<file path="src/rtl/if_id_pipe_ctrl.sv">
// PC / IF-ID / ID-EX register owner on the responder side of the load-use stall handshake.
// Applies hold, bubble and squash actions and keeps saturating stall/bubble/flush statistics.
module if_id_pipe_ctrl #(
  parameter int               WIDTH    = 32,
  parameter int               CTRL_W   = 9,
  parameter logic [WIDTH-1:0] RESET_PC = '0,
  parameter int               CNT_W    = 16
) (
  input  logic              clk,
  input  logic              rst,
  input  logic              pc_write,
  input  logic              awrite,
  input  logic              control,
  input  logic              flush,
  input  logic [WIDTH-1:0]  pc_target,
  input  logic [31:0]       instr_in,
  input  logic [CTRL_W-1:0] ctrl_in,
  output logic [WIDTH-1:0]  pc,
  output logic [31:0]       if_id_instr,
  output logic [WIDTH-1:0]  if_id_pc4,
  output logic              if_id_valid,
  output logic [CTRL_W-1:0] id_ex_ctrl,
  output logic              id_ex_valid,
  output logic              stalled,
  output logic [CNT_W-1:0]  stall_cnt,
  output logic [CNT_W-1:0]  bubble_cnt,
  output logic [CNT_W-1:0]  flush_cnt,
  output logic              proto_err
);

  typedef enum logic [1:0] {
    FILL  = 2'd0,
    RUN   = 2'd1,
    STALL = 2'd2
  } state_t;

  state_t state, state_next;

  logic [WIDTH-1:0]  pc_p0;
  logic [WIDTH-1:0]  pc_plus4;
  logic [31:0]       instr_p1;
  logic [WIDTH-1:0]  pc4_p1;
  logic              vld_p1;
  logic [CTRL_W-1:0] ctrl_p2;
  logic              vld_p2;
  logic              handshake_ok;
  logic              proto_err_q;
  logic [CNT_W-1:0]  stall_q;
  logic [CNT_W-1:0]  bubble_q;
  logic [CNT_W-1:0]  flush_q;

  function automatic logic [CNT_W-1:0] sat_inc(input logic [CNT_W-1:0] v);
    return (&v) ? v : v + CNT_W'(1);
  endfunction

  assign pc_plus4     = pc_p0 + WIDTH'(4);
  assign handshake_ok = (pc_write == awrite) && (awrite == control);

  // Stage 0: fetch address; a redirect overrides a PC hold
  always_ff @(posedge clk or posedge rst) begin
    if (rst) begin
      pc_p0 <= RESET_PC;
    end else if (flush) begin
      pc_p0 <= pc_target;
    end else if (pc_write) begin
      pc_p0 <= pc_plus4;
    end
  end

  // Stage 1: IF/ID register; squash turns the slot into a NOP
  always_ff @(posedge clk or posedge rst) begin
    if (rst) begin
      instr_p1 <= '0;
      pc4_p1   <= '0;
      vld_p1   <= 1'b0;
    end else if (flush) begin
      instr_p1 <= '0;
      pc4_p1   <= '0;
      vld_p1   <= 1'b0;
    end else if (awrite) begin
      instr_p1 <= instr_in;
      pc4_p1   <= pc_plus4;
      vld_p1   <= 1'b1;
    end
  end

  // Stage 2: ID/EX control word; flush leaves this stage alone
  always_ff @(posedge clk or posedge rst) begin
    if (rst) begin
      ctrl_p2 <= '0;
      vld_p2  <= 1'b0;
    end else if (control && vld_p1) begin
      ctrl_p2 <= ctrl_in;
      vld_p2  <= 1'b1;
    end else begin
      ctrl_p2 <= '0;
      vld_p2  <= 1'b0;
    end
  end

  always_comb begin
    state_next = state;
    case (state)
      FILL:    if (awrite || flush) state_next = RUN;
      RUN:     if (!pc_write && !awrite && !flush) state_next = STALL;
      STALL:   if (pc_write || flush) state_next = RUN;
      default: state_next = FILL;
    endcase
  end

  always_ff @(posedge clk or posedge rst) begin
    if (rst) begin
      state       <= FILL;
      stall_q     <= '0;
      bubble_q    <= '0;
      flush_q     <= '0;
      proto_err_q <= 1'b0;
    end else begin
      state <= state_next;
      if (state == STALL) stall_q <= sat_inc(stall_q);
      if (!control && vld_p1) bubble_q <= sat_inc(bubble_q);
      if (flush) flush_q <= sat_inc(flush_q);
      // A redirect makes any stall request moot, so mismatches only count without flush
      if (!flush && !handshake_ok) proto_err_q <= 1'b1;
    end
  end

  assign pc          = pc_p0;
  assign if_id_instr = instr_p1;
  assign if_id_pc4   = pc4_p1;
  assign if_id_valid = vld_p1;
  assign id_ex_ctrl  = ctrl_p2;
  assign id_ex_valid = vld_p2;
  assign stalled     = (state == STALL);
  assign stall_cnt   = stall_q;
  assign bubble_cnt  = bubble_q;
  assign flush_cnt   = flush_q;
  assign proto_err   = proto_err_q;

endmodule

</file>
<file path="config.mk">
export PLATFORM = sky130hd
export DESIGN_NAME = if_id_pipe_ctrl
export DESIGN_NICKNAME = d
export VERILOG_FILES = /design/src/rtl/if_id_pipe_ctrl.sv
export SDC_FILE = /design/constraint.sdc
export NUM_CORES = 1
export LEC_CHECK = 0
export BUFFER_PORTS_ARGS = -buffer_cell sky130_fd_sc_hd__buf_2
export CAP_MARGIN = 20
export CELL_PAD_IN_SITES_DETAIL_PLACEMENT = 1
export CELL_PAD_IN_SITES_GLOBAL_PLACEMENT = 1
export CORE_MARGIN = 2
export CORE_UTILIZATION = 39
export CTS_CLUSTER_DIAMETER = 100
export DETAILED_ROUTE_END_ITERATION = 8
export PLACE_DENSITY = 0.79
export SYNTH_ARGS = -nofsm -noshare
export SYNTH_HDL_FRONTEND = slang
export SYNTH_SLANG_ARGS = --single-unit
</file>
<file path="constraint.sdc">
create_clock -name clk -period 6.6 [get_ports clk]
set_input_delay 1.32 -clock clk [delete_from_list [all_inputs] [get_ports clk]]
set_output_delay 1.32 -clock clk [all_outputs]
set_load 0.02 [all_outputs]
</file>
==> results by group, run 1 <==
Outcome
  – Status: completed

Place
  – DP HPWL: 16,200 um
  – Port bufs: 235
  – GPL Wtd Cong: 0.828

STA
  – Pins Over Slew Limit: 0
  – Fin Hold WS: 469 ps
  – Hold Fails Final Rpt: 0
  – Fin Setup TNS: 0 ps
  – Final worst path period need: 3160 ps
  – Unrepaired setup endpoints after global routing: false
  – Tcrit/Tclk final: 47.9%
  – Relative slew slack: 34.5%
  – Final setup viols: 0
  – Max frequency: 0.316 GHz
  – Clock skew: 13.1 ps
  – Slew @ Worst Pin: 976 ps

Critical path
  – Critical path required time: 6900 ps
  – Setup CP Type: input port to flip-flop
  – Worst Setup EP: flush_cnt[1]
  – R2r endpoint: pc[24]
  – Worst R2R Setup Slack: 3870 ps
  – Worst Reg-to-Reg Cells: 5
  – Setup crit start kind: input port
  – Worst path depth: 4
  – Worst EP arrival: 3460 ps
  – Crit path max-delay family: buffers and inverters
  – Crit-path cells: buf_4 > clkinv_1 > a21oi_1 > mux2_2
  – Slowest cell delay on critical path: 850 ps
  – CP bufs+invs: 2
  – CP max-delay cell: clkinv_1
  – Worst Path Max Fanout: 35
  – Worst r2r src: pc[2]
  – Worst Setup SP: flush
  – Crit. End Element: flip-flop

Synthesis
  – Synthesized cell area: 0.00772 mm2
  – Async set-reset flop share out of synthesis: 100%
  – Syn Area/Cell: 10.1 um2
  – Seq/Total Area, Yosys: 51.2%
  – Share of the synthesized area in the top cell type: 51.2%
  – Post-synth EDFFs: 0
  – Syn nets: 845
  – Yosys top cell by area: dfrtp_1
  – Syn. warnings: 0
  – Netlist cell types: 54
  – #FFs+latches synth: 158
  – Post-synth top flop: dfrtp_1
  – Area contributors post-synth: dfrtp_1 51%, mux2i_1 4.7%, nor2_1 4.4%
  – Gate Count Post-Synth: 761

Clocking
  – Hold-fix buffers at CTS: 0
  – Clk slew on worst S/H paths: 60 ps
  – Skew-Pair Late Insertion Delay: 430 ps
  – TritonCTS clock tree: yes
  – CTS H-Tree Depth: 4
  – Clock buffer count from CTS: 17
  – Number of clock sinks: 158
  – CTS max path bufs: 2
  – Setup bufs post-CTS: 0
  – CTS resizes: 0
  – Clock root cell: clkbuf_16

Floorplan
  – Num ports: 236
  – Chip height: 145 um
  – Initial Utilization: 39.7%
  – Die area: 0.0209 mm2
  – Row count: 51
  – Core box area: 0.0195 mm2
  – Die width: 145 um

Layout
  – Nets: 1,049
  – Share of layout cells above drive strength 1: 29.1%
  – Fillcell total: 2,245
  – Syn-to-layout area delta: 24.6%
  – Commonest non-fill, non-tap cell in the layout: buf_2
  – Commonest non-fill, non-tap cells in the layout: 233 x buf_2, 158 x dfrtp_1, 91 x nor2_1
  – Antenna Diode Count: 0

Global routing
  – GRT overflow: 0
  – First-pass GRT wire length: 36,500 um
  – Met3 usage: 5.36%
  – Layer with the highest usage: met2
  – Tot GR Track Use: 22.1%
  – M2 GR Usage: 38.2%
  – Vias in the first global route: 6,951
  – Initial antenna violation count: 2
  – Pin count of the biggest net entering global routing: 83
  – M1 GR Usage: 27.8%

Detailed routing
  – ANT nets after route: 0
  – DR vias: 6,823
  – DRC viols: 0
  – 1st-pass router iterations: 4
  – Via-to-Cell Ratio: 5.49
  – Post-Route WL: 23,200 um
  – DR WL/cell: 18.7 um
  – DR iter-0 viols: 251

Pwr
  – VDD IR-drop max: 0.000172 V
  – Power Density: 275 mW/mm2
  – Leak: 4.63 nW

Run
  – Max-cap violations: 0

Min path
  – HP Start: proto_err
  – Worst min-delay path class: flip-flop to flip-flop
==> logic make-up after synthesis <==
family | count (synthesis) | share of synthesized area, %
fa+ha+maj | 5 | 0.810
xor+xnor | 61 | 6.92
simple gates | 311 | 21.2
compound gates | 121 | 10.6
buf+inv | 60 | 3.26
mux | 45 | 5.98
flops | 158 | 51.2
==> per-layer routing <==
layer,share of wire [%],wire [um]
met1,42,9840
met2,50,11700
met3,6.2,1440
met4,0.93,216
met5,0.12,28
==> how the worst min path moves through the flow <==
stage                      endpoint  slack [ps]  cells past startpoint
after detailed placement  proto_err         450                      1
after CTS                 proto_err         470                      1
after floorplan            state[0]         490                      1
after global placement    proto_err         450                      1
final                     proto_err         470                      1
after global routing      proto_err         490                      1
==> power breakdown <==
| part | leakage, nW | internal (mW) | total, mW | switching, mW |
|---|---|---|---|---|
| sequential | 2.04 | 1.06 | 1.18 | 0.123 |
| clock | 0.280 | 0.548 | 0.978 | 0.430 |
| combinational | 2.30 | 0.176 | 0.488 | 0.312 |
==> stage by stage <==
step                std cells  power (mW)  area (um2)  utilization [%]  worst slack, ps
finish                   1243        2.65        9620             49.4             3440
global route             1243        2.78        9620             49.4             3250
CTS                      1243        2.68        9620             49.4             3450
detailed placement       1211        1.69        9040             46.5             3000
global placement         1211        1.67        9040             46.5             3030
floorplan                 761        1.48        7720                -             1020
==> area by class of cell <==
type,count,area [um2],share of cell area [%]
clock buffers,19,453,4.71
inverters,6,27.5,0.286
multi-input cells,543,3520,36.6
repair buffers,239,1210,12.6
clock inverters,13,126,1.31
well taps,265,332,3.45
flip-flops and latches,158,3950,41.1
==> state kept, by name, indices dropped and copies added (netlist names) <==
register     count
stall_cnt       16
if_id_instr     32
proto_err        1
flush_cnt       16
state            2
id_ex_ctrl       9
if_id_valid      1
id_ex_valid      1
bubble_cnt      16
pc              32
if_id_pc4       32
==> cells in the mapped netlist (2+ instances only) <==
cell and n:
o31ai_1 16, nand2_1 45, nand4_1 32, or3_1 12
and4_1 13, o21ai_0 31, nor2b_1 4, buf_2 17
nand3_1 30, a31oi_1 18, and3_1 20, xnor2_1 32
dfrtp_1 158, mux2_2 8, buf_1 5, a2111oi_1 2
nand3b_1 2, nor4_1 12, mux2i_1 36, nand2b_1 2
a211oi_1 15, inv_1 5, nor2_1 91, nor3_1 12
or4_1 19, nand4b_1 2, clkbuf_1 30, a311oi_1 13
ha_1 5, and2_1 7, a21oi_1 10, o211ai_1 6
xor2_1 29, o2111ai_1 2
(Power assumes the default switching activity.)
==> inputs of run 2 (changes only) <==
==> constraint.sdc (replaced) <==
create_clock -name clk -period 3 [get_ports clk]
set_input_delay 0.6 -clock clk [delete_from_list [all_inputs] [get_ports clk]]
set_output_delay 0.6 -clock clk [all_outputs]
set_load 0.02 [all_outputs]
==> results by group, run 2 (synthesis results as in run 1) <==
Critical path
  – Worst EP arrival: 2750 ps (was 3460 ps)
  – Crit. End Element: flip-flop (unchanged)
  – Setup CP Type: flip-flop to flip-flop (was input port to flip-flop)
  – CP bufs+invs: 0 (was 2)
  – Crit path max-delay family: simple AND/OR/NAND/NOR gates (was buffers and inverters)
  – Crit-path cells: ha_1 > and3_1 > nand4_2 > or4_1 > a311oi_1 (was buf_4 > clkinv_1 > a21oi_1 > mux2_2)
  – Critical path required time: 3320 ps (was 6900 ps)
  – Worst r2r src: pc[2] (unchanged)
  – Worst Setup SP: pc[2] (was flush)
  – Slowest cell delay on critical path: 600 ps (was 850 ps)
  – Setup crit start kind: flip-flop (was input port)
  – Worst Path Max Fanout: 17 (was 35)
  – Worst R2R Setup Slack: 570 ps (was 3870 ps)
  – R2r endpoint: if_id_pc4[24] (was pc[24])
  – Worst Reg-to-Reg Cells: 5 (unchanged)
  – CP max-delay cell: or4_1 (was clkinv_1)

Clocking
  – Skew-Pair Late Insertion Delay: 420 ps (was 430 ps)
  – TritonCTS clock tree: yes (unchanged)
  – Setup bufs post-CTS: 0 (unchanged)
  – Clock root cell: clkbuf_16 (unchanged)
  – Clk slew on worst S/H paths: 70 ps (was 60 ps)
  – CTS H-Tree Depth: 4 (unchanged)
  – Hold-fix buffers at CTS: 0 (unchanged)
  – Clock buffer count from CTS: 17 (unchanged)
  – CTS max path bufs: 2 (unchanged)
  – Number of clock sinks: 158 (unchanged)
  – CTS resizes: 0 (unchanged)

Global routing
  – Pin count of the biggest net entering global routing: 89 (was 83)
  – Met3 usage: 6.02% (was 5.36%)
  – Tot GR Track Use: 22.0% (was 22.1%)
  – Vias in the first global route: 6,753 (was 6,951)
  – Initial antenna violation count: 1 (was 2)
  – M2 GR Usage: 35.9% (was 38.2%)
  – M1 GR Usage: 28.6% (was 27.8%)
  – GRT overflow: 0 (unchanged)
  – Layer with the highest usage: met2 (unchanged)
  – First-pass GRT wire length: 36,200 um (was 36,500 um)

Detailed routing
  – DRC viols: 0 (unchanged)
  – Post-Route WL: 23,000 um (was 23,200 um)
  – DR vias: 6,768 (was 6,823)
  – Via-to-Cell Ratio: 5.42 (was 5.49)
  – 1st-pass router iterations: 4 (unchanged)
  – DR iter-0 viols: 328 (was 251)
  – DR WL/cell: 18.4 um (was 18.7 um)
  – ANT nets after route: 0 (unchanged)

Floorplan
  – Die area: 0.0209 mm2 (unchanged)
  – Num ports: 236 (unchanged)
  – Initial Utilization: 39.7% (unchanged)
  – Die width: 145 um (unchanged)
  – Core box area: 0.0195 mm2 (unchanged)
  – Chip height: 145 um (unchanged)
  – Row count: 51 (unchanged)

Outcome
  – Status: completed (unchanged)

Layout
  – Fin cells: 1,249 (was 1,243)
  – Multi-input gate area: 0.00352 mm2 (unchanged)
  – Nets: 1,054 (was 1,049)
  – Layout Utilization: 50.0% (was 49.4%)
  – Share of layout cells above drive strength 1: 29.5% (was 29.1%)
  – Commonest non-fill, non-tap cells in the layout: 233 x buf_2, 158 x dfrtp_1, 91 x nor2_1 (unchanged)
  – Register area: 0.00395 mm2 (unchanged)
  – Fillcell total: 2,272 (was 2,245)
  – Syn-to-layout area delta: 26.1% (was 24.6%)
  – Commonest non-fill, non-tap cell in the layout: buf_2 (unchanged)

STA
  – Final worst setup slack: 569 ps (was 3440 ps)
  – Pins Over Slew Limit: 0 (unchanged)
  – Final setup viols: 0 (unchanged)
  – Fin Hold WS: 317 ps (was 469 ps)
  – Clock skew: 11.8 ps (was 13.1 ps)
  – Max frequency: 0.411 GHz
  – Slew @ Worst Pin: 734 ps (was 976 ps)
  – Fin Setup TNS: 0 ps (unchanged)
  – Relative slew slack: 51.0% (was 34.5%)
  – Unrepaired setup endpoints after global routing: false (unchanged)
  – Tcrit/Tclk final: 81.0%
  – Hold Fails Final Rpt: 0 (unchanged)
  – Final worst path period need: 2430 ps

Place
  – Pre-CTS setup slack: 621 ps (was 3000 ps)
  – GPL Wtd Cong: 0.819 (was 0.828)
  – Number of placed instances, taps included: 1,216 (was 1,211)
  – Port bufs: 235 (unchanged)
  – DP HPWL: 16,300 um (was 16,200 um)

Pwr
  – Int Pwr: 4.07 mW (was 1.78 mW)
  – Power Density: 614 mW/mm2 (was 275 mW/mm2)
  – P_sw: 1.90 mW (was 0.865 mW)
  – Gate power share: 18.2% (was 18.4%)
  – Sequential Power Share: 43.5% (was 44.6%)
  – Leak: 4.68 nW (was 4.63 nW)
  – VDD IR-drop max: 0.000379 V (was 0.000172 V)
  – Share of total power in the clock network: 38.3% (was 36.9%)
  – Sw Share: 31.8% (was 32.7%)

Min path
  – Worst min-delay path class: input port to async pin (was flip-flop to flip-flop)

Run
  – Max-cap violations: 0 (unchanged)
## run 2: changes by cell type in the layout (fill, tap and decap cells not counted)
cell       previous run  this run
bufinv_16             1         3
clkinv_4              0         2
inv_6                 7         4
buf_4                 6         8
clkbuf_8              2         1
diode_2               0         1
buf_12                0         3
## run 2: final cells by class
| cell class | count | share of cell area, % |
|---|---|---|
| flip-flops and latches | 158 | 40.6 |
| multi-input cells | 543 | 36.1 |
| repair buffers | 244 | 13.2 |
| clock buffers | 18 | 4.51 |
| well taps | 265 | 3.41 |
| clock inverters | 14 | 1.84 |
| inverters | 6 | 0.270 |
| diodes | 1 | 0.0257 |
## run 2: worst max path at each step
stage                          endpoint  slack, ps  cells after the start
after floorplan           bubble_cnt[0]        400                      1
after global placement    if_id_pc4[24]        720                      5
after detailed placement  if_id_pc4[24]        620                      5
after CTS                 if_id_pc4[24]        570                      5
after global routing      if_id_pc4[22]        370                      5
final                     if_id_pc4[24]        570                      5
## run 2: worst min-delay path, delay by kind of cell
kind,cells,cell delay (ps)
buffers and inverters,3,530
## run 2: layer usage
metal / vias up / wire (um)
met2: 193 / 11300
met3: 21 / 1450
met5: - / 0
li1: 3202 / -
met1: 3352 / 9910
met4: 0 / 359
## run 2: metrics by stage
stage,power (mW),cell area (um2)
after floorplan,3.26,7730
after global placement,3.70,9110
after detailed placement,3.74,9110
after CTS,6.05,9730
after global routing,6.27,9740
final,5.97,9740
## run 2: power by group through the flow
| stage | combinational [mW] | sequential (mW) | clock [mW] |
|---|---|---|---|
| 3_3_place_gp | 1.08 | 2.62 | 0 |
| 2_1_floorplan | 0.458 | 2.80 | 0 |
| 5_1_grt | 1.20 | 2.64 | 2.43 |
| 4_1_cts | 1.11 | 2.60 | 2.34 |
| 3_5_place_dp | 1.10 | 2.63 | 0 |
| 6_report | 1.09 | 2.60 | 2.29 |
==> inputs of run 3 (changes only) <==
--- a/config.mk
+++ b/config.mk
@@ -5,15 +5,16 @@
 export SDC_FILE = /design/constraint.sdc
 export NUM_CORES = 1
 export LEC_CHECK = 0
+export ABC_AREA = 1
 export BUFFER_PORTS_ARGS = -buffer_cell sky130_fd_sc_hd__buf_2
 export CAP_MARGIN = 20
 export CELL_PAD_IN_SITES_DETAIL_PLACEMENT = 1
 export CELL_PAD_IN_SITES_GLOBAL_PLACEMENT = 1
 export CORE_MARGIN = 2
-export CORE_UTILIZATION = 39
+export CORE_UTILIZATION = 34
 export CTS_CLUSTER_DIAMETER = 100
 export DETAILED_ROUTE_END_ITERATION = 8
-export PLACE_DENSITY = 0.79
+export PLACE_DENSITY = 0.76
 export SYNTH_ARGS = -nofsm -noshare
 export SYNTH_HDL_FRONTEND = slang
 export SYNTH_SLANG_ARGS = --single-unit
==> constraint.sdc (replaced) <==
create_clock -name clk -period 2.2 [get_ports clk]
set_input_delay 0.44 -clock clk [delete_from_list [all_inputs] [get_ports clk]]
set_output_delay 0.44 -clock clk [all_outputs]
set_load 0.02 [all_outputs]
==> results by group, run 3 <==
Synthesis
  – Most frequent cell after synthesis: nand2_1 (was dfrtp_1)
  – Syn Area/Cell: 8.01 um2 (was 10.1 um2)
  – Post-synth top flop: dfrtp_1 (unchanged)
  – Area contributors post-synth: dfrtp_1 49%, nand2_1 17%, nand3_1 4.9% (was dfrtp_1 51%, mux2i_1 4.7%, nor2_1 4.4%)
  – Syn. warnings: 0 (unchanged)
  – Syn nets: 1,086 (was 845)
  – Async set-reset flop share out of synthesis: 100% (unchanged)
  – #FFs+latches synth: 158 (unchanged)
  – Yosys top cell by area: dfrtp_1 (unchanged)
  – Synthesized cell area: 0.00802 mm2 (was 0.00772 mm2)
  – Post-synth EDFFs: 0 (unchanged)
  – Gate Count Post-Synth: 1,002 (was 761)
  – Share of the synthesized area in the top cell type: 49.3% (was 51.2%)
  – Post-synth top cells: 358 x nand2_1, 158 x dfrtp_1, 79 x nand3_1, 74 x inv_1, 71 x nor2_1 (was 158 x dfrtp_1, 91 x nor2_1, 45 x nand2_1, 36 x mux2i_1)
  – Seq/Total Area, Yosys: 49.3% (was 51.2%)
  – Netlist cell types: 36 (was 54)

Clocking
  – Skew-Pair Late Insertion Delay: 430 ps (was 420 ps)
  – Clock root cell: clkbuf_16 (unchanged)
  – TritonCTS clock tree: yes (unchanged)
  – CTS max path bufs: 2 (unchanged)
  – Setup bufs post-CTS: 0 (unchanged)
  – CTS H-Tree Depth: 4 (unchanged)
  – Clk slew on worst S/H paths: 70 ps (about the same)
  – Number of clock sinks: 158 (unchanged)
  – Clock buffer count from CTS: 17 (unchanged)
  – CTS resizes: 0 (unchanged)
  – Hold-fix buffers at CTS: 0 (unchanged)

Layout
  – Fillcell total: 2,933 (was 2,272)
  – Final instance area: 0.0102 mm2 (was 0.00974 mm2)
  – Nets: 1,315 (was 1,054)
  – Commonest non-fill, non-tap cells in the layout: 358 x nand2_1, 235 x buf_2, 158 x dfrtp_1 (was 233 x buf_2, 158 x dfrtp_1, 91 x nor2_1)
  – Fin cells: 1,565 (was 1,249)
  – Syn-to-layout area delta: 26.7% (was 26.1%)
  – Commonest non-fill, non-tap cell in the layout: nand2_1 (was buf_2)
  – Share of layout cells above drive strength 1: 25.8% (was 29.5%)
  – Register area: 0.00395 mm2 (unchanged)
  – Multi-input gate area: 0.00357 mm2 (was 0.00352 mm2)

Detailed routing
  – 1st-pass router iterations: 4 (unchanged)
  – DRC viols: 0 (unchanged)
  – DR vias: 7,628 (was 6,768)
  – Post-Route WL: 26,100 um (was 23,000 um)
  – Via-to-Cell Ratio: 4.87 (was 5.42)
  – ANT nets after route: 0 (unchanged)
  – DR WL/cell: 16.7 um (was 18.4 um)
  – DR iter-0 viols: 307 (was 328)

Place
  – Number of placed instances, taps included: 1,531 (was 1,216)
  – Placed inst area: 0.00959 mm2 (was 0.00911 mm2)
  – Pre-CTS setup slack: 384 ps (was 621 ps)
  – DP HPWL: 19,300 um (was 16,300 um)
  – Port bufs: 235 (unchanged)
  – GPL Wtd Cong: 0.841 (was 0.819)

Min path
  – Worst min-delay path class: input port to async pin (unchanged)

Global routing
  – First-pass GRT wire length: 43,200 um (was 36,200 um)
  – Initial antenna violation count: 2 (was 1)
  – Pin count of the biggest net entering global routing: 78 (was 89)
  – Vias in the first global route: 8,115 (was 6,753)
  – Tot GR Track Use: 21.9% (was 22.0%)
  – GRT overflow: 0 (unchanged)

Outcome
  – Status: completed (unchanged)

Pwr
  – Leak: 5.26 nW (was 4.68 nW)
  – P_sw: 2.90 mW (was 1.90 mW)
  – Sequential Power Share: 43.0% (was 43.5%)
  – Power Density: 821 mW/mm2 (was 614 mW/mm2)
  – Share of total power in the clock network: 35.0% (was 38.3%)
  – Sw Share: 34.8% (was 31.8%)
  – VDD IR-drop max: 0.000410 V (was 0.000379 V)
  – Gate power share: 22.0% (was 18.2%)
  – Int Pwr: 5.44 mW (was 4.07 mW)

Critical path
  – Worst Path Max Fanout: 23 (was 17)
  – Crit. End Element: flip-flop (unchanged)
  – Setup crit start kind: flip-flop (unchanged)
  – Setup CP Type: flip-flop to flip-flop (unchanged)
  – Worst EP arrival: 2100 ps (was 2750 ps)
  – Critical path required time: 2510 ps (was 3320 ps)

STA
  – Max frequency: 0.557 GHz (was 0.411 GHz)
  – Tcrit/Tclk final: 81.6% (was 81.0%)
  – Unrepaired setup endpoints after global routing: false (unchanged)
  – Fin Setup TNS: 0 ps (unchanged)
  – Final setup viols: 0 (unchanged)
  – Clock skew: 12.9 ps (was 11.8 ps)
  – Hold Fails Final Rpt: 0 (unchanged)
  – Final worst path period need: 1800 ps (was 2430 ps)
  – Pins Over Slew Limit: 0 (unchanged)
  – Relative slew slack: 55.2% (was 51.0%)
  – Slew @ Worst Pin: 671 ps (was 734 ps)
  – Final worst setup slack: 404 ps (was 569 ps)

Floorplan
  – Row count: 56 (was 51)
  – Num ports: 236 (unchanged)
  – Core box area: 0.0233 mm2 (was 0.0195 mm2)
  – Die width: 158 um (was 145 um)
  – Initial Utilization: 34.4% (was 39.7%)
  – Chip height: 158 um (was 145 um)
  – Die area: 0.0248 mm2 (was 0.0209 mm2)

Run
  – Max-cap violations: 0 (unchanged)
[run 3: changes by cell type in the layout (fill, tap and decap cells not counted), moves of 15 or more]
cell / change
a211oi_1: -15
a22oi_1: +28
a31oi_1: -17
and3_1: -20
inv_1: +69
mux2i_1: -36
nand2_1: +313
nand3_1: +49
nor2_1: -21
o31ai_1: -16
or4_1: -19
[run 3: routing by layer]
layer  up-vias  part of all wire, %  global-route usage, %
met5         -                    0                      0
met4         0                  1.7                   6.62
met3        28                  6.5                   5.86
met2       187                   48                   36.5
met1      3718                   44                   28.0
li1       3695                    -                      -
[run 3: metrics by stage]
step	hold WS, ps	util (%)	total power, mW
after CTS	71.5	43.5	8.47
after global routing	96.7	43.6	8.81
after global placement	449	41.1	5.44
after floorplan	496	-	4.78
final	72.3	43.6	8.34
after detailed placement	453	41.1	5.50
[run 3: critical path, cell delays in order (launching register included)]
cell and delay (ps):
dfrtp_1 440, ha_1 340, nand3_2 170, nor3_4 180, nand3_2 110, nand2_4 160, inv_6 110, nand2_1 100
o21ai_2 60
[run 3: layout make-up]
type | instances | area share [%]
timing repair buffer | 248 | 13.3
clock buffer | 19 | 4.36
multi-input combinational | 725 | 35.2
antenna | 2 | 0.0492
inverter | 81 | 3.08
clock inverter | 13 | 1.26
sequential | 158 | 38.9
tap | 319 | 3.93
[run 3: worst paths after layout]
check / from / end / slack (ps) / cells after the start
worst max-delay path: stall_cnt[0] / stall_cnt[10] / 400 / 8
worst min-delay path: rst / flush_cnt[3] / 70 / 2
worst max register to register: stall_cnt[0] / stall_cnt[10] / 400 / 8
worst min register to register: if_id_instr[0] / if_id_instr[0] / 470 / 2
max in group asynchronous: rst / if_id_pc4[27] / 1460 / 3
min in group clk: ctrl_in[4] / id_ex_ctrl[4] / 210 / 3
[run 3: logic make-up (layout without fill, tap and decap cells)]
| group | count (synthesis) | count (layout) | synth area share, % |
|---|---|---|---|
| AO/OA/AOI/OAI | 92 | 92 | 7.21 |
| XOR/XNOR | 41 | 41 | 4.48 |
| adder cells (fa/ha/maj) | 5 | 5 | 0.780 |
| buffers and inverters | 119 | 361 | 6.21 |
| flip-flops | 158 | 158 | 49.3 |
| other | 0 | 2 | 0 |
| AND/OR/NAND/NOR | 587 | 587 | 32.0 |
[run 3: power groups by stage]
stage / combinational [mW] / sequential, mW / clock (mW)
global route: 2.04 / 3.65 / 3.12
detailed placement: 1.87 / 3.64 / 0
finish: 1.84 / 3.58 / 2.92
CTS: 1.87 / 3.59 / 3.00
floorplan: 0.857 / 3.92 / 0
global placement: 1.81 / 3.63 / 0
